## src/rtl/reaction_stats.sv

```systemverilog
// reaction_stats: collects per-trial statistics from the reaction timer and
// converts the selected statistic into packed BCD for the seven-segment driver.
// Optional macro STATS_WORST_EN adds a worst-time register shown on sel = 3.
module reaction_stats #(
   parameter int DEPTH  = 4,
   parameter int MAX_MS = 1000
) (
   input  logic        clk,
   input  logic        rst_n,
   input  logic        clr,
   input  logic        result_valid,
   input  logic [10:0] result_ms,
   input  logic        result_early,
   input  logic [1:0]  sel,
   output logic [15:0] bcd_out,
   output logic        stats_valid,
   output logic        busy,
   output logic [10:0] best_ms,
   output logic [10:0] avg_ms,
   output logic        avg_ok,
   output logic [7:0]  attempts,
   output logic [7:0]  early_cnt,
   output logic        drop_err
);
   localparam int          L     = $clog2(DEPTH);
   localparam int          SW    = 11 + L;
   localparam logic [10:0] MAX_V = 11'(MAX_MS);
   localparam logic [10:0] NONE  = 11'd2047;
   localparam logic [L:0]  FULL  = (L+1)'(DEPTH);

   typedef enum logic [1:0] {IDLE, UPDATE, CONV, DONE} state_t;

   state_t        state_q;
   logic [10:0]   cur_ms_q, pend_ms_q, last_q, best_q, avg_q;
   logic          cur_early_q, pend_early_q, pend_full_q;
   logic          avg_ok_q, drop_q, sv_q;
   logic [SW-1:0] sum_q;
   logic [L:0]    fill_q;
   logic [L-1:0]  wr_ptr_q;
   logic [10:0]   ring_q [DEPTH];
   logic [7:0]    attempts_q, early_q;
   logic [1:0]    sel_q;
   logic [3:0]    cnt_q;
   logic [26:0]   dd_q;
   logic [15:0]   bcd_q;
`ifdef STATS_WORST_EN
   logic [10:0]   worst_q;
`endif

   logic [10:0]   in_ms_d, evict_d, avg_d, conv_val_d;
   logic [SW-1:0] sum_d;
   logic [L:0]    fill_d;
   logic          exists_d;
   logic [26:0]   dd_src_d, dd_adj_d, dd_d;

   // Clamp the incoming time and compute the window update for the trial in flight
   always_comb begin
      in_ms_d = (result_ms > MAX_V) ? MAX_V : result_ms;
      evict_d = (fill_q == FULL) ? ring_q[wr_ptr_q] : 11'd0;
      sum_d   = sum_q + SW'(cur_ms_q) - SW'(evict_d);
      fill_d  = (fill_q == FULL) ? fill_q : fill_q + 1'b1;
      avg_d   = (fill_d == FULL) ? 11'(sum_d >> L) : 11'd0;
   end

   // Pick the statistic to display and decide whether it exists yet
   always_comb begin
      conv_val_d = last_q;
      exists_d   = (best_q != NONE);
      case (sel)
         2'd0: if (attempts_q == 8'd0) exists_d = 1'b0;
         2'd1: conv_val_d = best_q;
         2'd2: begin
            conv_val_d = avg_q;
            if (!avg_ok_q) exists_d = 1'b0;
         end
         default: begin
`ifdef STATS_WORST_EN
            conv_val_d = worst_q;
`else
            exists_d = 1'b0;
`endif
         end
      endcase
   end

   // Double-dabble step: add 3 to every BCD nibble >= 5, then shift left by one
   assign dd_src_d        = (cnt_q == 4'd0) ? {16'h0000, conv_val_d} : dd_q;
   assign dd_adj_d[10:0]  = dd_src_d[10:0];
   genvar gi;
   generate
      for (gi = 0; gi < 4; gi++) begin : g_add3
         assign dd_adj_d[11+4*gi +: 4] = (dd_src_d[11+4*gi +: 4] >= 4'd5) ?
                                         dd_src_d[11+4*gi +: 4] + 4'd3 :
                                         dd_src_d[11+4*gi +: 4];
      end
   endgenerate
   assign dd_d = dd_adj_d << 1;

   // Main FSM: capture, statistics update, BCD conversion and result presentation
   always_ff @(posedge clk or negedge rst_n) begin
      if (!rst_n) begin
         state_q <= IDLE; cur_ms_q <= '0; cur_early_q <= 1'b0;
         pend_ms_q <= '0; pend_early_q <= 1'b0; pend_full_q <= 1'b0;
         last_q <= '0; best_q <= NONE; avg_q <= '0; avg_ok_q <= 1'b0;
         sum_q <= '0; fill_q <= '0; wr_ptr_q <= '0;
         for (int i = 0; i < DEPTH; i++) ring_q[i] <= '0;
         attempts_q <= '0; early_q <= '0; drop_q <= 1'b0; sv_q <= 1'b0;
         sel_q <= '0; cnt_q <= '0; dd_q <= '0; bcd_q <= 16'hFFFF;
`ifdef STATS_WORST_EN
         worst_q <= '0;
`endif
      end else if (clr) begin
         state_q <= IDLE; cur_ms_q <= '0; cur_early_q <= 1'b0;
         pend_ms_q <= '0; pend_early_q <= 1'b0; pend_full_q <= 1'b0;
         last_q <= '0; best_q <= NONE; avg_q <= '0; avg_ok_q <= 1'b0;
         sum_q <= '0; fill_q <= '0; wr_ptr_q <= '0;
         for (int i = 0; i < DEPTH; i++) ring_q[i] <= '0;
         attempts_q <= '0; early_q <= '0; drop_q <= 1'b0; sv_q <= 1'b0;
         sel_q <= '0; cnt_q <= '0; dd_q <= '0; bcd_q <= 16'hFFFF;
`ifdef STATS_WORST_EN
         worst_q <= '0;
`endif
      end else begin
         sv_q <= 1'b0;
         // Results arriving while busy go to the single pending slot or are lost
         if (state_q != IDLE && result_valid) begin
            if (!pend_full_q) begin
               pend_ms_q <= in_ms_d; pend_early_q <= result_early; pend_full_q <= 1'b1;
            end else begin
               drop_q <= 1'b1;
            end
         end
         case (state_q)
            IDLE: begin
               if (pend_full_q) begin
                  cur_ms_q <= pend_ms_q; cur_early_q <= pend_early_q;
                  if (result_valid) begin
                     pend_ms_q <= in_ms_d; pend_early_q <= result_early;
                  end else begin
                     pend_full_q <= 1'b0;
                  end
                  state_q <= UPDATE;
               end else if (result_valid) begin
                  cur_ms_q <= in_ms_d; cur_early_q <= result_early;
                  state_q <= UPDATE;
               end else if (sel != sel_q) begin
                  cnt_q <= '0; state_q <= CONV;
               end
            end
            UPDATE: begin
               if (cur_early_q) begin
                  if (early_q != 8'hFF) early_q <= early_q + 8'd1;
               end else begin
                  last_q <= cur_ms_q;
                  if (cur_ms_q < best_q) best_q <= cur_ms_q;
`ifdef STATS_WORST_EN
                  if (cur_ms_q > worst_q) worst_q <= cur_ms_q;
`endif
                  if (attempts_q != 8'hFF) attempts_q <= attempts_q + 8'd1;
                  ring_q[wr_ptr_q] <= cur_ms_q;
                  sum_q    <= sum_d;
                  wr_ptr_q <= wr_ptr_q + 1'b1;
                  fill_q   <= fill_d;
                  avg_q    <= avg_d;
                  avg_ok_q <= (fill_d == FULL);
               end
               cnt_q <= '0; state_q <= CONV;
            end
            CONV: begin
               if (cnt_q == 4'd0) sel_q <= sel;
               if (cnt_q == 4'd0 && !exists_d) begin
                  bcd_q <= 16'hFFFF; sv_q <= 1'b1; state_q <= DONE;
               end else begin
                  dd_q  <= dd_d;
                  cnt_q <= cnt_q + 4'd1;
                  if (cnt_q == 4'd10) begin
                     bcd_q <= dd_d[26:11]; sv_q <= 1'b1; state_q <= DONE;
                  end
               end
            end
            DONE: state_q <= IDLE;
         endcase
      end
   end

   assign bcd_out     = bcd_q;
   assign stats_valid = sv_q;
   assign busy        = (state_q != IDLE);
   assign best_ms     = best_q;
   assign avg_ms      = avg_q;
   assign avg_ok      = avg_ok_q;
   assign attempts    = attempts_q;
   assign early_cnt   = early_q;
   assign drop_err    = drop_q;
endmodule

```

## config.mk

```make
export PLATFORM = sky130hd
export DESIGN_NAME = reaction_stats
export DESIGN_NICKNAME = d
export VERILOG_FILES = /design/src/rtl/reaction_stats.sv
export SDC_FILE = /design/constraint.sdc
export NUM_CORES = 1
export LEC_CHECK = 0
export BUFFER_PORTS_ARGS = -buffer_cell sky130_fd_sc_hd__buf_4
export CORE_MARGIN = 10
export CORE_UTILIZATION = 40
export CTS_CLUSTER_DIAMETER = 40
export DETAILED_ROUTE_END_ITERATION = 12
export GPL_TIMING_DRIVEN = 1
export PLACE_DENSITY = 0.58
export SLEW_MARGIN = 20
export SYNTH_ARGS = -nofsm -noshare
export SYNTH_HDL_FRONTEND = slang
export SYNTH_SLANG_ARGS = --single-unit
export TNS_END_PERCENT = 1
```

## constraint.sdc

```tcl
create_clock -name clk -period 4.65 [get_ports clk]
set_input_delay 0.6975 -clock clk [delete_from_list [all_inputs] [get_ports clk]]
set_output_delay 0.6975 -clock clk [all_outputs]
set_load 0.02 [all_outputs]
```

==> flow_metrics.tcl <==
set metrics [dict create \
    outcome "finished, final reports clean" \
    grt_pass1_vias 8057 \
    grt_pass1_wl_mm 45.2 \
    syn_area_mm2 0.0104 \
    grt_max_degree 117 \
    setup_viol 0 \
    cts_buffers 17 \
    dp_cells 1481 \
    post-route-util_pct 46.7 \
    track_usage_pct 16.7 \
    ant_nets 0 \
    pwr-share-clk_pct 23.8 \
    r2r.worst_path.cells 12 \
    drive_gt1_share_pct 15.1 \
    hold_viol 0 \
    regArea_mm2 0.00476 \
    synth-seq-cells 189 \
    fp-row-count 58 \
    layout.nets 1250 \
    min_period_ns 3.96 \
    firstDrtPassIters 5 \
    max_slew_margin_pct 34.1 \
    cts.sink_count 189 \
    antennaDiodeCount 0 \
    syn_nets 1199 \
    ys.warnings.count 0 \
    p_sw_share_pct 40.9 \
    wl_mm 27.3 \
    cp_data_arrival_time_ns 4.32 \
    rsz0062_at_grt "no" \
    pwr-share-seq_pct 34.4 \
    final-instance-count-excl-fill 1514 \
    cts_setup_buffers 0 \
    hold_path.class "primary input to async pin" \
    crit_required_ns 5.00 \
    hold_buffers 0 \
    endpoint_kind "flop" \
    async_reset_ff_share_pct 100 \
    drt_iter0_drc 852 \
    overflow 0 \
    gp_congestion 0.821 \
    synth_edf_count 0 \
    vias_per_cell 5.45 \
    ios 76 \
    clockBufferDepth 2 \
    core_area_mm2 0.0253 \
    power-per-cell-area_mw_per_mm2 508 \
    leakage_uw 0.00529 \
    avgSynthCellArea_um2 9.27 \
    area_delta_synth_final_pct 14.0 \
    yosysSeqAreaShare_pct 45.9 \
    netlist_instances 1120 \
    antenna_found_initial 0 \
    hold_slack_ns 0.344 \
    num_vias 8258 \
    irDropWorstVdd_mv 0.290 \
    ys_types 61 \
    cts_resized 0 \
    intPower_uw 3560 \
    multi_input_area_mm2 0.00507 \
    fmax_ghz 0.252 \
    crit_type "flop to flop" \
    cts_tree "yes" \
    fin_worst_skew_ns 0.0173 \
    path_max_fanout 13 \
    port_buffers 75 \
    worstMarginPinSlew_ns 0.989 \
    synth_flop_cell "dfrtp_1" \
    final_area_mm2 0.0118 \
    combPwrFrac_pct 41.7 \
    p_sw_uw 2460 \
    drc 0 \
    h-tree-depth 4 \
    cts_root_buf "clkbuf_16" \
    maxCapViolCount 0 \
    die_w_um 181 \
    die_height_um 181 \
    setup_tns_ns 0 \
    avgRoutedWirePerCell_um 18.1 \
    start_util_pct 41.0 \
    die_area_mm2 0.0328 \
    place.detailed.hpwl_mm 19.2 \
    worstSetupStartpointType "flop" \
    slew_violations 0 \
    dpl_cell_area_mm2 0.0113 \
    fin_crit_sh_pct 85.2 \
    nFillCells 2378 \
    clock_insertion_delay_worst_skew_ns 0.44 \
    clk_pin_slew_worst_paths_ns 0.08 \
]
power by group through the flow:
stage / registers (uW) / clock network, uW / logic (uW)
floorplan: 2070 / 0 / 1770
global placement: 2090 / 0 / 2470
detailed placement: 2100 / 0 / 2500
CTS: 2070 / 1470 / 2510
global route: 2100 / 1530 / 2830
finish: 2070 / 1430 / 2510
final cells by class:
class                   instances  area share [%]
inverters                      84            2.66
repair buffers                 92            5.99
multi-input cells             787            42.8
clock inverters                14            1.16
flip-flops and latches        189            40.3
well taps                     330            3.49
clock buffers                  18            3.63
cell usage after synthesis (all sizes together), types with 7 or more instances:
library cell | number | area [um^2]
a211oi | 12 | 90.1
a21o | 7 | 53.8
a21oi | 113 | 566
a22o | 20 | 175
a22oi | 13 | 97.6
and2 | 10 | 62.6
and3 | 14 | 87.6
buf | 16 | 82.6
clkbuf | 44 | 165
dfrtp | 162 | 4050
dfstp | 27 | 709
fa | 11 | 220
ha | 50 | 626
inv | 84 | 315
mux2 | 12 | 135
mux2i | 8 | 80.1
mux4 | 11 | 248
nand2 | 222 | 833
nand3 | 20 | 100
nor2 | 60 | 225
nor2b | 13 | 81.3
nor3 | 12 | 60.1
o211ai | 13 | 97.6
o21a | 12 | 90.1
o21ai | 50 | 250
o2bb2ai | 8 | 70.1
o311ai | 13 | 114
xnor2 | 16 | 140
xor2 | 11 | 96.3
sequential cells by signal, indices dropped and copies added, names as in the netlist, 11 cells and up:
name,cells
dd_q,26
ring_q,44
best_ms,11
bcd_out,16
sum_q,13
cur_ms_q,11
last_q,11
avg_ms,11
pend_ms_q,11
cells by family after synthesis:
| group | share of synthesized area [%] |
|---|---|
| AO/OA/AOI/OAI | 18.3 |
| XOR/XNOR | 2.28 |
| adder cells (fa/ha/maj) | 8.15 |
| buffers and inverters | 5.42 |
| flip-flops | 45.9 |
| multiplexers | 4.46 |
| AND/OR/NAND/NOR | 15.5 |
per-stage QoR:
step                      setup slack, ns  power (uW)
final                               0.686        6020
after global routing                0.376        6470
after CTS                           0.659        6040
after detailed placement            0.672        4590
after global placement              0.765        4570
after floorplan                     0.692        3840
path summary, 6_finish.rpt:
| check | start | endpoint | slack, ns |
|---|---|---|---|
| max in group asynchronous | rst_n | bcd_out[14] | 3.36 |
| worst max register to register | wr_ptr_q[0] | sum_q[12] | 0.69 |
| min in group clk | result_ms[4] | cur_ms_q[4] | 0.49 |
| worst min register to register | bcd_out[9] | bcd_out[9] | 0.50 |
| worst max-delay path | wr_ptr_q[0] | sum_q[12] | 0.69 |
| worst min-delay path | rst_n | early_cnt[3] | 0.34 |
layer usage:
metal  wire length [um]  up-vias  track usage [%]  part of all wire (%)
met5                  0        -                0                     0
met4                466        0             5.60                   1.7
met3               1260       25             2.78                   4.6
met2              12100      208             24.5                    44
met1              13500     4054             24.4                    49
li1                   -     3971                -                     -
cells in the final DEF (no fill, tap or decap), types with 13 or more instances in the layout:
cell type and instances:
nand2_1 222, xnor2_1 16, dfrtp_1 162, a21oi_1 113, a22oi_1 13, a22o_1 20
nand3_1 20, dfstp_2 27, nor2_1 60, o211ai_1 13, ha_1 50, inv_1 84
buf_4 90, and3_1 14, clkbuf_16 17, o21ai_0 48
worst max-delay path, stage by stage (launching register included):
cell	delay [ns]
dfrtp_1	0.41
buf_4	0.27
mux4_2	0.52
and3_1	0.20
fa_1	0.47
inv_1	0.04
ha_1	0.33
nor2b_1	0.16
o31a_1	0.28
o21ai_1	0.33
o311ai_0	0.27
or4_1	0.45
a21oi_1	0.15
(Power assumes the default switching activity.)
